**config.mk**
```make
export PLATFORM = sky130hd
export DESIGN_NAME = fetch_ctrl
export DESIGN_NICKNAME = d
export VERILOG_FILES = /design/src/rtl/cpu_pkg.sv /design/src/rtl/fetch_skid.sv /design/src/rtl/fetch_ctrl.sv
export SDC_FILE = /design/constraint.sdc
export NUM_CORES = 1
export LEC_CHECK = 0
export CORE_MARGIN = 5
export CORE_UTILIZATION = 55
export DETAILED_ROUTE_END_ITERATION = 7
export PLACE_DENSITY = 0.85
export SKIP_CTS_REPAIR_TIMING = 1
export SLEW_MARGIN = 20
export SYNTH_ARGS = -nofsm -noshare
export SYNTH_HDL_FRONTEND = slang
export SYNTH_HIERARCHICAL = 1
export SYNTH_SLANG_ARGS = --single-unit
```
**constraint.sdc**
```tcl
create_clock -name clk -period 6.8 [get_ports clk]
set_clock_uncertainty 0.1 [all_clocks]
set_input_delay 1.36 -clock clk [delete_from_list [all_inputs] [get_ports clk]]
set_output_delay 1.36 -clock clk [all_outputs]
set_load 0.05 [all_outputs]
```
**src/rtl/cpu_pkg.sv**
```systemverilog
// cpu_pkg: shared types and constants for the CPU front end (fetch sequencer).
package cpu_pkg;

    localparam int unsigned     XLEN       = 32;
    localparam logic [XLEN-1:0] INST_BYTES = 32'd4;
    localparam logic [XLEN-1:0] NOP_INST   = 32'h0000_0013;
    localparam logic [XLEN-1:0] ALIGN_MASK = INST_BYTES - 32'd1;

    typedef enum logic [1:0] {
        BOOT,
        RUN,
        HALT
    } fetch_state_e;

    // Clear the sub-word offset bits of a byte address.
    function automatic logic [XLEN-1:0] word_align(input logic [XLEN-1:0] addr);
        return addr & ~ALIGN_MASK;
    endfunction

    // True when a byte address is not on an instruction boundary.
    function automatic logic is_misaligned(input logic [XLEN-1:0] addr);
        return |(addr & ALIGN_MASK);
    endfunction

endpackage

```
**src/rtl/fetch_skid.sv**
```systemverilog
// fetch_skid: one-entry pc/instruction holding buffer that catches the
// response which arrives while decode is stalled.
module fetch_skid
    import cpu_pkg::*;
(
    input  logic            clk,
    input  logic            rst_n,
    input  logic            load_i,
    input  logic [XLEN-1:0] load_pc_i,
    input  logic [XLEN-1:0] load_inst_i,
    input  logic            pop_i,
    input  logic            flush_i,
    output logic            full_o,
    output logic [XLEN-1:0] pc_o,
    output logic [XLEN-1:0] inst_o
);

    logic            full_q;
    logic [XLEN-1:0] pc_q;
    logic [XLEN-1:0] inst_q;

    // Flush beats load beats pop; data only changes on a load.
    always_ff @(posedge clk or negedge rst_n) begin
        if (!rst_n) begin
            full_q <= 1'b0;
            pc_q   <= '0;
            inst_q <= '0;
        end else if (flush_i) begin
            full_q <= 1'b0;
        end else if (load_i) begin
            full_q <= 1'b1;
            pc_q   <= load_pc_i;
            inst_q <= load_inst_i;
        end else if (pop_i) begin
            full_q <= 1'b0;
        end
    end

    assign full_o = full_q;
    assign pc_o   = pc_q;
    assign inst_o = inst_q;

endmodule

```
**src/rtl/fetch_ctrl.sv**
```systemverilog
// fetch_ctrl: instruction-fetch sequencer. Owns the PC, drives the synchronous
// instruction memory and hands pc/instruction pairs to decode over valid/ready.
// rst is asynchronous and active-low.
// Optional feature macro: FETCH_MISALIGN_TRAP_EN (misaligned redirect raises
// fetch_fault and halts instead of silently word-aligning the target).
module fetch_ctrl
    import cpu_pkg::*;
#(
    parameter logic [XLEN-1:0] RESET_PC   = 32'h0000_0000,
    parameter int unsigned     IMEM_BYTES = 1024
) (
    input  logic            clk,
    input  logic            rst,
    input  logic            redirect_valid,
    input  logic [XLEN-1:0] redirect_pc,
    input  logic            id_ready,
    input  logic [XLEN-1:0] inst_rdata,
    output logic [XLEN-1:0] inst_addr,
    output logic            inst_ce,
    output logic            if_valid,
    output logic [XLEN-1:0] if_pc,
    output logic [XLEN-1:0] if_inst,
    output logic            halted
`ifdef FETCH_MISALIGN_TRAP_EN
    ,
    output logic            fetch_fault
`endif
);

    fetch_state_e    state_q;
    logic [XLEN-1:0] pc_q, pc_d;
    logic            infl_q;
    logic [XLEN-1:0] infl_pc_q;

    logic            if_valid_q, if_valid_d;
    logic [XLEN-1:0] if_pc_q, if_pc_d;
    logic [XLEN-1:0] if_inst_q, if_inst_d;

    logic            skid_full, skid_load, skid_pop;
    logic [XLEN-1:0] skid_pc, skid_inst;

    logic            stall, issue, pc_in_range, redir_in_range;
    logic [XLEN-1:0] redir_tgt;
`ifdef FETCH_MISALIGN_TRAP_EN
    logic            redir_misalign;
    logic            fault_q;
`endif

    // Issue and redirect-target decode.
    // Issue is allowed while the skid is being drained this cycle: the new
    // response lands in the slot that frees, so a stall release has no bubble.
    // Issue is blocked when an unconsumed output plus a pending response would
    // leave nowhere for a further response to go.
    always_comb begin
`ifdef FETCH_MISALIGN_TRAP_EN
        redir_tgt      = redirect_pc;
        redir_misalign = is_misaligned(redirect_pc);
`else
        redir_tgt      = word_align(redirect_pc);
`endif
        redir_in_range = (redir_tgt < IMEM_BYTES);
        pc_in_range    = (pc_q < IMEM_BYTES);
        stall          = if_valid_q && !id_ready;
        issue          = (state_q == RUN) && pc_in_range && !redirect_valid
                         && (!stall || (!skid_full && !infl_q));
        pc_d = pc_q;
        if (redirect_valid) begin
            pc_d = redir_tgt;
        end else if (issue) begin
            pc_d = pc_q + INST_BYTES;
        end
    end

    // Sequencer FSM, program counter, in-flight tracking and fault flag.
    always_ff @(posedge clk or negedge rst) begin
        if (!rst) begin
            state_q   <= BOOT;
            pc_q      <= RESET_PC;
            infl_q    <= 1'b0;
            infl_pc_q <= '0;
`ifdef FETCH_MISALIGN_TRAP_EN
            fault_q   <= 1'b0;
`endif
        end else begin
            pc_q   <= pc_d;
            infl_q <= issue;
            if (issue) begin
                infl_pc_q <= pc_q;
            end
`ifdef FETCH_MISALIGN_TRAP_EN
            if (redirect_valid && redir_misalign) begin
                fault_q <= 1'b1;
                state_q <= HALT;
            end else
`endif
            if (redirect_valid) begin
                if (state_q != HALT || redir_in_range) begin
                    state_q <= RUN;
                end
            end else begin
                case (state_q)
                    BOOT:    state_q <= RUN;
                    RUN:     if (!pc_in_range) state_q <= HALT;
                    HALT:    state_q <= HALT;
                    default: state_q <= BOOT;
                endcase
            end
        end
    end

    // Output register steering: skid entry first, then the memory response.
    always_comb begin
        if_valid_d = if_valid_q;
        if_pc_d    = if_pc_q;
        if_inst_d  = if_inst_q;
        skid_load  = 1'b0;
        skid_pop   = 1'b0;
        if (redirect_valid) begin
            if_valid_d = 1'b0;
            if_inst_d  = NOP_INST;
        end else if (!stall) begin
            if (skid_full) begin
                skid_pop   = 1'b1;
                if_valid_d = 1'b1;
                if_pc_d    = skid_pc;
                if_inst_d  = skid_inst;
            end else if (infl_q) begin
                if_valid_d = 1'b1;
                if_pc_d    = infl_pc_q;
                if_inst_d  = inst_rdata;
            end else begin
                if_valid_d = 1'b0;
            end
        end else if (infl_q) begin
            skid_load = 1'b1;
        end
    end

    // Output register toward decode.
    always_ff @(posedge clk or negedge rst) begin
        if (!rst) begin
            if_valid_q <= 1'b0;
            if_pc_q    <= '0;
            if_inst_q  <= '0;
        end else begin
            if_valid_q <= if_valid_d;
            if_pc_q    <= if_pc_d;
            if_inst_q  <= if_inst_d;
        end
    end

    fetch_skid u_skid (
        .clk         (clk),
        .rst_n       (rst),
        .load_i      (skid_load),
        .load_pc_i   (infl_pc_q),
        .load_inst_i (inst_rdata),
        .pop_i       (skid_pop),
        .flush_i     (redirect_valid),
        .full_o      (skid_full),
        .pc_o        (skid_pc),
        .inst_o      (skid_inst)
    );

    assign inst_addr = pc_q;
    assign inst_ce   = issue;
    assign if_valid  = if_valid_q;
    assign if_pc     = if_pc_q;
    assign if_inst   = if_inst_q;
    assign halted    = (state_q == HALT);
`ifdef FETCH_MISALIGN_TRAP_EN
    assign fetch_fault = fault_q;
`endif

endmodule

```
==> results.md <==
* FMAX at 0.178 GHz
* Iteration-0 DRC count of the detailed router at 292
* Remaining Overflow, GRT at 0
* Largest area contributor in the netlist: sky130_fd_sc_hd__dfrtp_1
* Final hold viol count at 0
* Outcome: complete, no violations
* Worst path required time at 5.34 ns
* Number of sinks driven by the clock tree at 193
* Global-route wire length before repair at 31,000 µm
* Total standard cell area after synthesis at 8310 µm²
* Cell types occupying the most area after synthesis: sky130_fd_sc_hd__dfrtp_1 (58%), sky130_fd_sc_hd__mux2_4 (11%), sky130_fd_sc_hd__mux2i_1 (8.1%)
* Total inserted antenna cells at 0
* Most common library cell in the layout ignoring fill and taps: sky130_fd_sc_hd__dfrtp_1
* Final total negative setup slack at 0 ns
* Worst Hold Margin at 0.389 ns
* Final number of max-transition violations at 0
* Synth unique cells at 40
* Core occupancy in the finished layout at 0.709
* Largest net degree at the start of global routing at 121
* Worst Setup End Kind: primary output
* Drc violations at 0
* Syn. warnings at 6
* Number of enable flip-flop cells after synthesis at 0
* Clock root buffer: sky130_fd_sc_hd__clkbuf_16
* Final estimated routing congestion in global placement at 0.823
* Post-synth ARST share at 1.00
* Maximum capacitance violations at 0
* Total number of nets in the final design at 851
* Number of placed instances, taps included at 948
* Synth Area per Inst at 13.2 µm²
* Number of H-tree levels at 4
* Share of the cycle needed by the critical path after routing at 0.825
* Initial Util at 0.553
* Lkg Pwr at 4.63 nW
* Final Routed Wirelength at 18,700 µm
* CTS buffer count at 17
* First-pass iteration count of the detailed router at 4
* Area fraction of the dominant cell type after synthesis at 0.581
* IO Port Bufs at 162
* Clock latency at the later pin of the worst-skew pair at 0.43 ns
* Main synth FF type: sky130_fd_sc_hd__dfrtp_1
* Core Region at 15,000 µm²
* Die Outline Area at 17,700 µm²
* Cells on Worst Hold Path at 2
* Die boundary height at 133 µm
* Number of setup violations in the final report at 0
* Worst supply voltage drop on vdd at 0.181 mV
* Horizontal extent of the die at 133 µm
* Slew at the pin closest to its max-slew limit at 1.00 ns
* Post-synthesis instance total at 628
* Worst Setup Start Kind: primary input
* Post-route ant nets at 0
* Layout cell share with drive strength beyond 1 at 0.173
* Number of I/O pins at 167
* P per Cell Area at 251 nW/µm²
* Placement row count at 45
* Crit path time final at 5.61 ns
* FF+latch count, synth at 193
* Start-to-end type of the worst setup path: primary input to primary output
* Average detailed-routed wire length per instance at 19.0 µm
* Area growth from synthesis to final layout at 28.3%
* Overall routing resource usage at 0.220
* Vias in the first global route at 5,978
* Remaining max-slew budget at the tightest pin at 0.333
* Critical Path Fanout Max at 48
* TritonCTS clock tree: yes
* Deepest clock path buffer count at 2
* Class of the tightest hold or removal check: register to register
* RSZ-0062 raised after global routing: false
* Clock slew at the register clock pins of the worst setup and hold paths at 0.07 ns
* Vias per std cell at 5.54
* Detail Placement HPWL at 11,900 µm
* Finished Layout Cells at 980
* Antenna violations before repair at 0
* Most used cells in the layout excluding fill and tap cells: sky130_fd_sc_hd__dfrtp_1 (192), sky130_fd_sc_hd__clkdlybuf4s50_1 (160), sky130_fd_sc_hd__mux2i_1 (67)
* Data arrival, critical path at 4.15 ns
* Vias at 5,426
* Fraction of the yosys area taken by sequential cells at 0.581
* Logic depth of the worst register-to-register path at 8
## worst paths after layout
check | startpoint | to | slack [ns]
min in group asynchronous | rst | if_pc[21]$_DFFE_PN0P_ | 0.95
hold reg to reg | if_inst[23]$_DFFE_PN0P_ | if_inst[23]$_DFFE_PN0P_ | 0.39
max in group asynchronous | rst | u_skid/inst_o[11]$_DFFE_PN0P_ | 4.12
setup reg to reg | state_q[1]$_DFFE_PN0P_ | inst_addr[9]$_DFFE_PN0P_ | 4.09
setup / recovery | redirect_valid | inst_ce | 1.19
hold / removal | if_inst[23]$_DFFE_PN0P_ | if_inst[23]$_DFFE_PN0P_ | 0.39
## power breakdown
| group | leakage (nW) | internal [mW] | switching (mW) |
|---|---|---|---|
| sequential | 2.54 | 1.18 | 0.0273 |
| clock | 0.343 | 0.751 | 0.434 |
| combinational | 1.75 | 0.110 | 0.177 |
| total | 4.63 | 2.04 | 0.639 |
## kinds of logic (layout without fill, tap and decap cells)
logic type / Yosys count / count (layout) / synth area share
XOR/XNOR: 1 / 1 / 0.00105
buffers and inverters: 49 / 210 / 0.0403
multiplexers: 154 / 154 / 0.226
other: 1 / 4 / 0.000451
AO/OA/AOI/OAI: 82 / 82 / 0.0568
adder cells (fa/ha/maj): 4 / 4 / 0.00602
AND/OR/NAND/NOR: 144 / 144 / 0.0885
flip-flops: 193 / 193 / 0.581
## synthesized netlist by cell type (2+ instances only)
library cell / number
sky130_fd_sc_hd__nand3_1: 2
sky130_fd_sc_hd__o31ai_1: 2
sky130_fd_sc_hd__nor3b_2: 4
sky130_fd_sc_hd__mux2_4: 60
sky130_fd_sc_hd__nand2b_1: 2
sky130_fd_sc_hd__nand2_1: 51
sky130_fd_sc_hd__clkbuf_1: 15
sky130_fd_sc_hd__inv_1: 10
sky130_fd_sc_hd__a22o_1: 2
sky130_fd_sc_hd__nor2_1: 36
sky130_fd_sc_hd__dfrtp_1: 193
sky130_fd_sc_hd__buf_2: 6
sky130_fd_sc_hd__buf_12: 7
sky130_fd_sc_hd__mux2i_1: 67
sky130_fd_sc_hd__mux2_2: 27
sky130_fd_sc_hd__a21oi_1: 32
sky130_fd_sc_hd__nor3_2: 3
sky130_fd_sc_hd__and3_1: 6
sky130_fd_sc_hd__or3_1: 2
sky130_fd_sc_hd__buf_4: 2
sky130_fd_sc_hd__nand4_1: 2
sky130_fd_sc_hd__a22oi_1: 4
sky130_fd_sc_hd__ha_1: 4
sky130_fd_sc_hd__nor2b_1: 23
sky130_fd_sc_hd__o21ai_1: 2
sky130_fd_sc_hd__buf_6: 3
sky130_fd_sc_hd__or4_1: 2
sky130_fd_sc_hd__o21ai_0: 31
sky130_fd_sc_hd__a221o_1: 5
sky130_fd_sc_hd__nor4_1: 8
sky130_fd_sc_hd__buf_1: 6
## sequential cells by signal (all words and copies together), names as in the netlist
name	count
if_pc	32
if_inst	32
state_q	2
u_skid/inst_o	32
infl_q	1
infl_pc_q	30
inst_addr	30
u_skid/pc_o	32
u_skid/full_o	1
if_valid	1
## routing by layer
| metal | global-route usage | share of wire | up-vias |
|---|---|---|---|
| li1 | - | - | 2481 |
| met1 | 0.268 | 0.41 | 2732 |
| met2 | 0.366 | 0.50 | 178 |
| met3 | 0.0772 | 0.066 | 35 |
| met4 | 0.0745 | 0.021 | 0 |
| met5 | 0 | 0 | - |
## per-stage QoR
stage	setup slack (ns)	total power, mW	area (µm²)
4_1_cts	1.18	2.70	10700
3_5_place_dp	1.18	1.51	9950
3_3_place_gp	1.24	1.50	9940
5_1_grt	1.03	2.77	10700
6_report	1.19	2.68	10700
2_1_floorplan	2.44	1.37	8320
## final cells by class
class / count / area (µm²)
inverters: 10 / 37.5
fillers: 950 / 4370
clock buffers: 20 / 457
clock inverters: 12 / 251
flip-flops and latches: 193 / 4830
multi-input cells: 389 / 3170
well taps: 188 / 235
repair buffers: 168 / 1670
## worst max-delay path: stages
cell,delay (ns)
sky130_fd_sc_hd__buf_2,0.41
sky130_fd_sc_hd__nor4_2,0.37
sky130_fd_sc_hd__nand4_1,0.24
sky130_fd_sc_hd__or3_1,0.75
sky130_fd_sc_hd__inv_1,0.19
sky130_fd_sc_hd__clkdlybuf4s50_1,0.82
(Power assumes the default switching activity.)
